--- src/rtl/uart_tx_fifo_core.sv ---
// UART transmitter core: baud clock-enable generator, TX FIFO and framing FSM.
// Everything runs on clk; the baud tick is a one-cycle enable, never a clock.
module uart_tx_fifo_core #(
  parameter int DATA_W     = 8,
  parameter int FIFO_DEPTH = 8,
  parameter int CNT_W      = 32
) (
  input  logic                            clk,
  input  logic                            rst,
  input  logic [CNT_W-1:0]                dvsr,
  input  logic [$clog2(DATA_W+1)-1:0]     data_len,
  input  logic                            parity_en,
  input  logic                            parity_odd,
  input  logic                            stop_2,
  input  logic                            wr_valid,
  input  logic [DATA_W-1:0]               wr_data,
  output logic                            wr_ready,
  output logic [$clog2(FIFO_DEPTH):0]     fifo_count,
  output logic                            serial_out,
  output logic                            tx_busy,
  output logic                            tx_done,
  output logic [3:0]                      bit_cnt_out
);

  localparam int LEN_W  = $clog2(DATA_W + 1);
  localparam int PTR_W  = $clog2(FIFO_DEPTH);
  localparam int CNT_FW = PTR_W + 1;

  typedef enum logic [2:0] {
    ST_IDLE   = 3'd0,
    ST_START  = 3'd1,
    ST_DATA   = 3'd2,
    ST_PARITY = 3'd3,
    ST_STOP1  = 3'd4,
    ST_STOP2  = 3'd5
  } state_t;

  // Out-of-range lengths fall back to the full data width.
  function automatic logic [LEN_W-1:0] eff_len(input logic [LEN_W-1:0] len);
    logic [LEN_W-1:0] r;
    if ((len < LEN_W'(5)) || (int'(len) > DATA_W)) begin
      r = LEN_W'(DATA_W);
    end else begin
      r = len;
    end
    return r;
  endfunction

  // Parity over the low len bits; odd=1 inverts so the total count of ones is odd.
  function automatic logic parity_bit(input logic [DATA_W-1:0] d,
                                      input logic [LEN_W-1:0]  len,
                                      input logic              odd);
    logic [DATA_W-1:0] mask;
    for (int i = 0; i < DATA_W; i++) begin
      mask[i] = (i < int'(len));
    end
    return (^(d & mask)) ^ odd;
  endfunction

  // ---------------- baud generator ----------------
  logic [CNT_W-1:0] baud_q, baud_d;
  logic             tick_s;

  // Free-running divisor counter; a lowered dvsr forces a wrap on the next clk.
  always_comb begin
    tick_s = (baud_q == dvsr);
    if (baud_q >= dvsr) begin
      baud_d = '0;
    end else begin
      baud_d = baud_q + CNT_W'(1);
    end
  end

  // Baud counter register.
  always_ff @(posedge clk or negedge rst) begin
    if (!rst) begin
      baud_q <= '0;
    end else begin
      baud_q <= baud_d;
    end
  end

  // ---------------- FIFO ----------------
  logic [DATA_W-1:0] mem_q [FIFO_DEPTH];
  logic [PTR_W-1:0]  wptr_q, wptr_d, rptr_q, rptr_d;
  logic [CNT_FW-1:0] count_q, count_d;
  logic              full_s, empty_s, push_s, pop_s;

  assign full_s     = (count_q == CNT_FW'(FIFO_DEPTH));
  assign empty_s    = (count_q == CNT_FW'(0));
  assign wr_ready   = ~full_s;
  assign push_s     = wr_valid & ~full_s;
  assign fifo_count = count_q;

  // Pointer and occupancy update; simultaneous push and pop leave the count alone.
  always_comb begin
    wptr_d  = push_s ? (wptr_q + PTR_W'(1)) : wptr_q;
    rptr_d  = pop_s  ? (rptr_q + PTR_W'(1)) : rptr_q;
    case ({push_s, pop_s})
      2'b10:   count_d = count_q + CNT_FW'(1);
      2'b01:   count_d = count_q - CNT_FW'(1);
      default: count_d = count_q;
    endcase
  end

  // FIFO control registers; reset flushes the queue.
  always_ff @(posedge clk or negedge rst) begin
    if (!rst) begin
      wptr_q  <= '0;
      rptr_q  <= '0;
      count_q <= '0;
    end else begin
      wptr_q  <= wptr_d;
      rptr_q  <= rptr_d;
      count_q <= count_d;
    end
  end

  // FIFO storage; contents need no reset since the pointers define validity.
  always_ff @(posedge clk) begin
    if (push_s) begin
      mem_q[wptr_q] <= wr_data;
    end
  end

  // ---------------- framing FSM ----------------
  state_t            state_q, state_d;
  logic [DATA_W-1:0] shreg_q, shreg_d;
  logic [3:0]        bit_cnt_q, bit_cnt_d;
  logic [LEN_W-1:0]  len_q, len_d;
  logic              par_en_q, par_en_d;
  logic              par_bit_q, par_bit_d;
  logic              stop2_q, stop2_d;
  logic              line_q, line_d;
  logic              done_q, done_d;
  logic              busy_q, busy_d;
  logic [3:0]        bco_q, bco_d;
  logic              free_s;
  logic [LEN_W-1:0]  head_len_s;

  assign head_len_s = eff_len(data_len);

  // Next-state logic: advance only on tick; a free transmitter pops and starts a frame.
  always_comb begin
    state_d   = state_q;
    shreg_d   = shreg_q;
    bit_cnt_d = bit_cnt_q;
    len_d     = len_q;
    par_en_d  = par_en_q;
    par_bit_d = par_bit_q;
    stop2_d   = stop2_q;
    line_d    = line_q;
    done_d    = 1'b0;
    pop_s     = 1'b0;
    free_s    = 1'b0;
    case (state_q)
      ST_IDLE: begin
        line_d = 1'b1;
        free_s = tick_s;
      end
      ST_START: begin
        if (tick_s) begin
          line_d    = shreg_q[0];
          shreg_d   = shreg_q >> 1;
          bit_cnt_d = 4'd0;
          state_d   = ST_DATA;
        end else begin
          state_d = ST_START;
        end
      end
      ST_DATA: begin
        if (tick_s) begin
          if ((32'(bit_cnt_q) + 32'd1) < 32'(len_q)) begin
            bit_cnt_d = bit_cnt_q + 4'd1;
            line_d    = shreg_q[0];
            shreg_d   = shreg_q >> 1;
          end else if (par_en_q) begin
            bit_cnt_d = 4'd0;
            line_d    = par_bit_q;
            state_d   = ST_PARITY;
          end else begin
            bit_cnt_d = 4'd0;
            line_d    = 1'b1;
            state_d   = ST_STOP1;
          end
        end else begin
          state_d = ST_DATA;
        end
      end
      ST_PARITY: begin
        if (tick_s) begin
          line_d  = 1'b1;
          state_d = ST_STOP1;
        end else begin
          state_d = ST_PARITY;
        end
      end
      ST_STOP1: begin
        if (tick_s && stop2_q) begin
          state_d = ST_STOP2;
        end else begin
          free_s = tick_s;
          done_d = tick_s;
        end
      end
      ST_STOP2: begin
        free_s = tick_s;
        done_d = tick_s;
      end
      default: begin
        state_d = ST_IDLE;
        line_d  = 1'b1;
      end
    endcase

    if (free_s) begin
      if (!empty_s) begin
        pop_s     = 1'b1;
        shreg_d   = mem_q[rptr_q];
        len_d     = head_len_s;
        par_en_d  = parity_en;
        par_bit_d = parity_bit(mem_q[rptr_q], head_len_s, parity_odd);
        stop2_d   = stop_2;
        bit_cnt_d = 4'd0;
        line_d    = 1'b0;
        state_d   = ST_START;
      end else begin
        line_d  = 1'b1;
        state_d = ST_IDLE;
      end
    end else begin
      pop_s = 1'b0;
    end

    busy_d = (state_d != ST_IDLE);
    bco_d  = (state_d == ST_DATA) ? bit_cnt_d : 4'd0;
  end

  // FSM state, frame configuration and registered line/status outputs.
  always_ff @(posedge clk or negedge rst) begin
    if (!rst) begin
      state_q   <= ST_IDLE;
      shreg_q   <= '0;
      bit_cnt_q <= 4'd0;
      len_q     <= LEN_W'(DATA_W);
      par_en_q  <= 1'b0;
      par_bit_q <= 1'b0;
      stop2_q   <= 1'b0;
      line_q    <= 1'b1;
      done_q    <= 1'b0;
      busy_q    <= 1'b0;
      bco_q     <= 4'd0;
    end else begin
      state_q   <= state_d;
      shreg_q   <= shreg_d;
      bit_cnt_q <= bit_cnt_d;
      len_q     <= len_d;
      par_en_q  <= par_en_d;
      par_bit_q <= par_bit_d;
      stop2_q   <= stop2_d;
      line_q    <= line_d;
      done_q    <= done_d;
      busy_q    <= busy_d;
      bco_q     <= bco_d;
    end
  end

  assign serial_out  = line_q;
  assign tx_done     = done_q;
  assign tx_busy     = busy_q;
  assign bit_cnt_out = bco_q;

endmodule
--- config.mk ---
export PLATFORM = sky130hd
export DESIGN_NAME = uart_tx_fifo_core
export DESIGN_NICKNAME = d
export VERILOG_FILES = /design/src/rtl/uart_tx_fifo_core.sv
export SDC_FILE = /design/constraint.sdc
export NUM_CORES = 1
export LEC_CHECK = 0
export CORE_AREA = 2 2 123 125
export DETAILED_ROUTE_END_ITERATION = 10
export DIE_AREA = 0 0 125 127
export GPL_ROUTABILITY_DRIVEN = 1
export GPL_TIMING_DRIVEN = 0
export PLACE_DENSITY = 0.69
export SYNTH_ARGS = -nofsm -noshare
export SYNTH_HDL_FRONTEND = slang
export SYNTH_SLANG_ARGS = --single-unit
--- constraint.sdc ---
create_clock -name clk -period 5.1 [get_ports clk]
set_input_delay 1.53 -clock clk [delete_from_list [all_inputs] [get_ports clk]]
set_output_delay 1.53 -clock clk [all_outputs]
set_load 0.02 [all_outputs]
==> metrics.csv <==
stage;metric;value;unit
clock_tree;clk root buf;clkbuf_16;
yosys;Syn. warnings;0;
clock_tree;post-CTS setup buffers;0;
floorplan;Initial Util;0.493;
detailed_routing;Routed WL per cell;16.1;um
grt;first-pass GRT wire length;24600;um
yosys;average size of a mapped cell;11.2;sq um
yosys;area leader, netlist;edfxtp_1;
floorplan;Die Y;127;um
floorplan;Die W;125;um
final_layout;ant diodes;0;
yosys;post-synthesis cell type count;50;
setup_path;CP Capture Type;flip-flop;
detailed_routing;Routed Antenna Nets;0;
setup_path;Buf/Inv on CP;5;
final_layout;Post-Layout Cell Count;908;
floorplan;total die area;0.0159;sq mm
clock_tree;Clock Path Buffers;2;
sta;unrepaired setup endpoints after global routing;no;
setup_path;R2R Setup Slk;1.44;ns
yosys;Net Count, Synth;725;
detailed_routing;via count;4904;
detailed_routing;Routed Wire Length;14600;um
power_and_ir_drop;Static Leak;3.62;nW
clock_tree;CTS tree;done;
setup_path;CP delay by family, top;simple AND/OR/NAND/NOR gates;
clock_tree;deepest level of the CTS H-tree;4;
sta;worst rel slew slack;0.382;
sta;endpoints failing hold;0;
yosys;synthesized flop and latch total;135;
clock_tree;CTS sink count;135;
detailed_routing;first drt pass iteration count;4;
clock_tree;clock slew at reported path FFs;0.06;ns
sta;Worst-Margin Slew;0.924;ns
yosys;Post-Syn Instances;632;
job;Max Cap Violations;0;
placed_design;PortBufs;61;
floorplan;CORE AREA;0.0144;sq mm
setup_path;crit path DAT;5.14;ns
grt;pin count of the biggest net entering global routing;72;
power_and_ir_drop;pwr/cell area;341;mW/mm^2
grt;GRT Total Usage;0.197;
yosys;ys flop type;dfrtp_1;
setup_path;Worst path most repeated cell;ha_1;
sta;post-layout min period;4.84;ns
grt;vias in the first global route;5088;
setup_path;crit path kind;input pin to flip-flop;
detailed_routing;DR iter-0 viols;325;
placed_design;Detail Placement HPWL;10500;um
yosys;Post-synth EDFFs;64;
grt;grt total ovfl;0;
power_and_ir_drop;Peak supply drop;0.000335;V
clock_tree;CTS Hold Bufs;0;
final_layout;Layout area overhead;20.4;%
setup_path;Worst EP required;5.40;ns
setup_path;Critical Path Max Stage Delay;0.47;ns
sta;Slew Viols, Final;0;
yosys;Synth Cell Area;0.00711;sq mm
final_layout;Design Area, Final;0.00856;sq mm
placed_design;dpl cells;877;
final_layout;layout cell share with drive strength beyond 1;0.0981;
clock_tree;total CTS buffers;17;
setup_path;slowest CP cell;clkdlybuf4s50_1;
placed_design;Routability Congestion;0.842;
yosys;Async SR Flop Fraction;0.526;
setup_path;CP Cell Sequence;clkdlybuf4s50_1 -> inv_1 -> ha_1 -> nand4_1 -> nor4_4 -> nand2_2 -> nor4_4 -> buf_6 -> nand2_1 -> inv_1 -> clkbuf_4 -> ha_1 -> ha_1 -> a21o_1 -> a21oi_1 -> xnor2_1 -> nor2_1 -> xor2_1;
floorplan;FP Rows;44;
setup_path;CP Launch Type;input pin;
detailed_routing;DR DRC count;0;
placed_design;Cell Area, Placed;0.00796;sq mm
run_status;status;finished, final reports clean;
sta;Tcrit/Tclk final;0.949;
setup_path;critical-path maximum fanout;10;
sta;max frequency;0.207;GHz
clock_tree;worst-skew pair later-pin latency;0.43;ns
grt;initial antenna violation count;0;
yosys;Seq/Total Area, Yosys;0.521;
final_layout;NumNets Final;805;
yosys;ranking of synthesized cells by area;edfxtp_1, dfrtp_1, ha_1;
sta;Setup-failing EPs final;0;
detailed_routing;Avg Vias per Cell;5.40;
hold_path;worst min-delay path class;flip-flop to flip-flop;
sta;Setup Skew;0.0110;ns
floorplan;num ports;62;
yosys;Synth top area share;0.270;
-- layout make-up --
| class | instances | area, sq um |
|---|---|---|
| Tap cell | 184 | 230 |
| Clock buffer | 20 | 437 |
| Multi-Input combinational cell | 435 | 3200 |
| Sequential cell | 135 | 3700 |
| Buffer | 19 | 96.3 |
| Fill cell | 1177 | 5870 |
| Timing Repair Buffer | 61 | 608 |
| Inverter | 43 | 161 |
| Clock inverter | 11 | 129 |
-- per-layer routing --
layer  track usage  part of all wire
met1         0.251              0.45
met2         0.326              0.48
met3        0.0486             0.049
met4        0.0784             0.019
met5             0                 0
-- path summary, 6_finish.rpt --
| check | cells after the start | start | to |
|---|---|---|---|
| max | 18 | dvsr[28] | fifo_count[3] |
| max in group asynchronous | 1 | rst | bit_cnt_out[1] |
| min in group asynchronous | 1 | rst | baud_q[8] |
| max reg2reg | 16 | baud_q[26] | fifo_count[3] |
| min | 2 | serial_out | serial_out |
| min reg2reg | 2 | serial_out | serial_out |
-- flip-flops by register name (all words and copies together) (netlist names), 3 cells and up --
register,cells
rptr_q,3
state_q,3
fifo_count,4
wptr_q,3
mem_q,64
bit_cnt_out,4
len_q,4
bit_cnt_q,4
shreg_q,8
baud_q,32
-- synth_stat cells (2+ instances only) --
cell type	instances
a211oi_1	5
a21o_1	12
a21oi_1	37
a22oi_1	2
a31oi_1	3
and2_1	4
and3_1	3
and4_1	2
buf_2	7
clkbuf_1	11
dfrtp_1	69
dfstp_2	2
edfxtp_1	64
ha_1	42
inv_1	43
mux2_2	4
mux2i_1	10
mux4_2	17
nand2_1	51
nand2b_1	10
nand3_1	25
nand4_1	11
nor2_1	68
nor2b_1	9
nor3_1	10
nor4_1	4
o21a_1	2
o21ai_0	16
o21ai_1	3
o22ai_1	3
or3_1	2
xnor2_1	30
xor2_1	34
-- stage by stage --
stage / power (mW) / hold slack [ns] / utilization / TNS [ns] / setup WS, ns
6_report: 2.92 / 0.478 / 0.593 / 0 / 0.261
5_1_grt: 3.05 / 0.509 / 0.593 / 0 / 0.0222
2_1_floorplan: 1.58 / 0.444 / - / 0 / 0.580
3_3_place_gp: 1.74 / 0.461 / 0.551 / -1.51 / -0.664
4_1_cts: 2.94 / 0.482 / 0.592 / 0 / 0.0142
3_5_place_dp: 1.77 / 0.469 / 0.552 / -1.65 / -0.704
-- layout by cell type, fill, tap and decap left out, types with 3 or more instances in the layout --
cell / instances
a211oi_1: 5
a21o_1: 12
a21oi_1: 37
a31oi_1: 3
and2_1: 4
and3_1: 3
buf_2: 5
clkbuf_1: 14
clkbuf_16: 17
clkdlybuf4s50_1: 60
clkinv_4: 3
dfrtp_1: 69
edfxtp_1: 64
ha_1: 42
inv_1: 43
mux2_2: 4
mux2i_1: 10
mux4_2: 17
nand2_1: 50
nand2b_1: 10
nand3_1: 25
nand4_1: 11
nor2_1: 68
nor2b_1: 9
nor3_1: 8
nor4_1: 3
o21ai_0: 16
o21ai_1: 3
o22ai_1: 3
xnor2_1: 30
xor2_1: 34
-- worst register-to-register path, stage by stage, from the launching register on --
cell and delay, ns:
dfrtp_1 0.42, ha_1 0.31, nand4_1 0.16, nor4_4 0.37
nand2_2 0.16, nor4_4 0.26, buf_6 0.19, nand2_1 0.15
inv_1 0.14, clkbuf_4 0.23, ha_1 0.22, ha_1 0.24
a21o_1 0.17, a21oi_1 0.18, xnor2_1 0.14, nor2_1 0.06
xor2_1 0.14
-- kinds of logic after synthesis --
| kind of cell | count (synthesis) | synth area share |
|---|---|---|
| multiplexers | 31 | 0.0743 |
| AND/OR/NAND/NOR | 206 | 0.138 |
| buffers and inverters | 62 | 0.0350 |
| flip-flops | 135 | 0.521 |
| adder cells (fa/ha/maj) | 43 | 0.0767 |
| AO/OA/AOI/OAI | 91 | 0.0762 |
| XOR/XNOR | 64 | 0.0788 |
-- timing repair --
action | 4_1_cts | 5_1_grt
resized for setup | 4 | 3
pin swaps | 0 | 1
endpoints found under the setup margin | 2 | 2
-- power breakdown --
part	switching [mW]	internal (mW)
Combinational	0.225	0.194
Clock	0.460	0.718
Sequential	0.0745	1.25
Total	0.760	2.16
No activity file was read; power rests on OpenSTA's default activity.
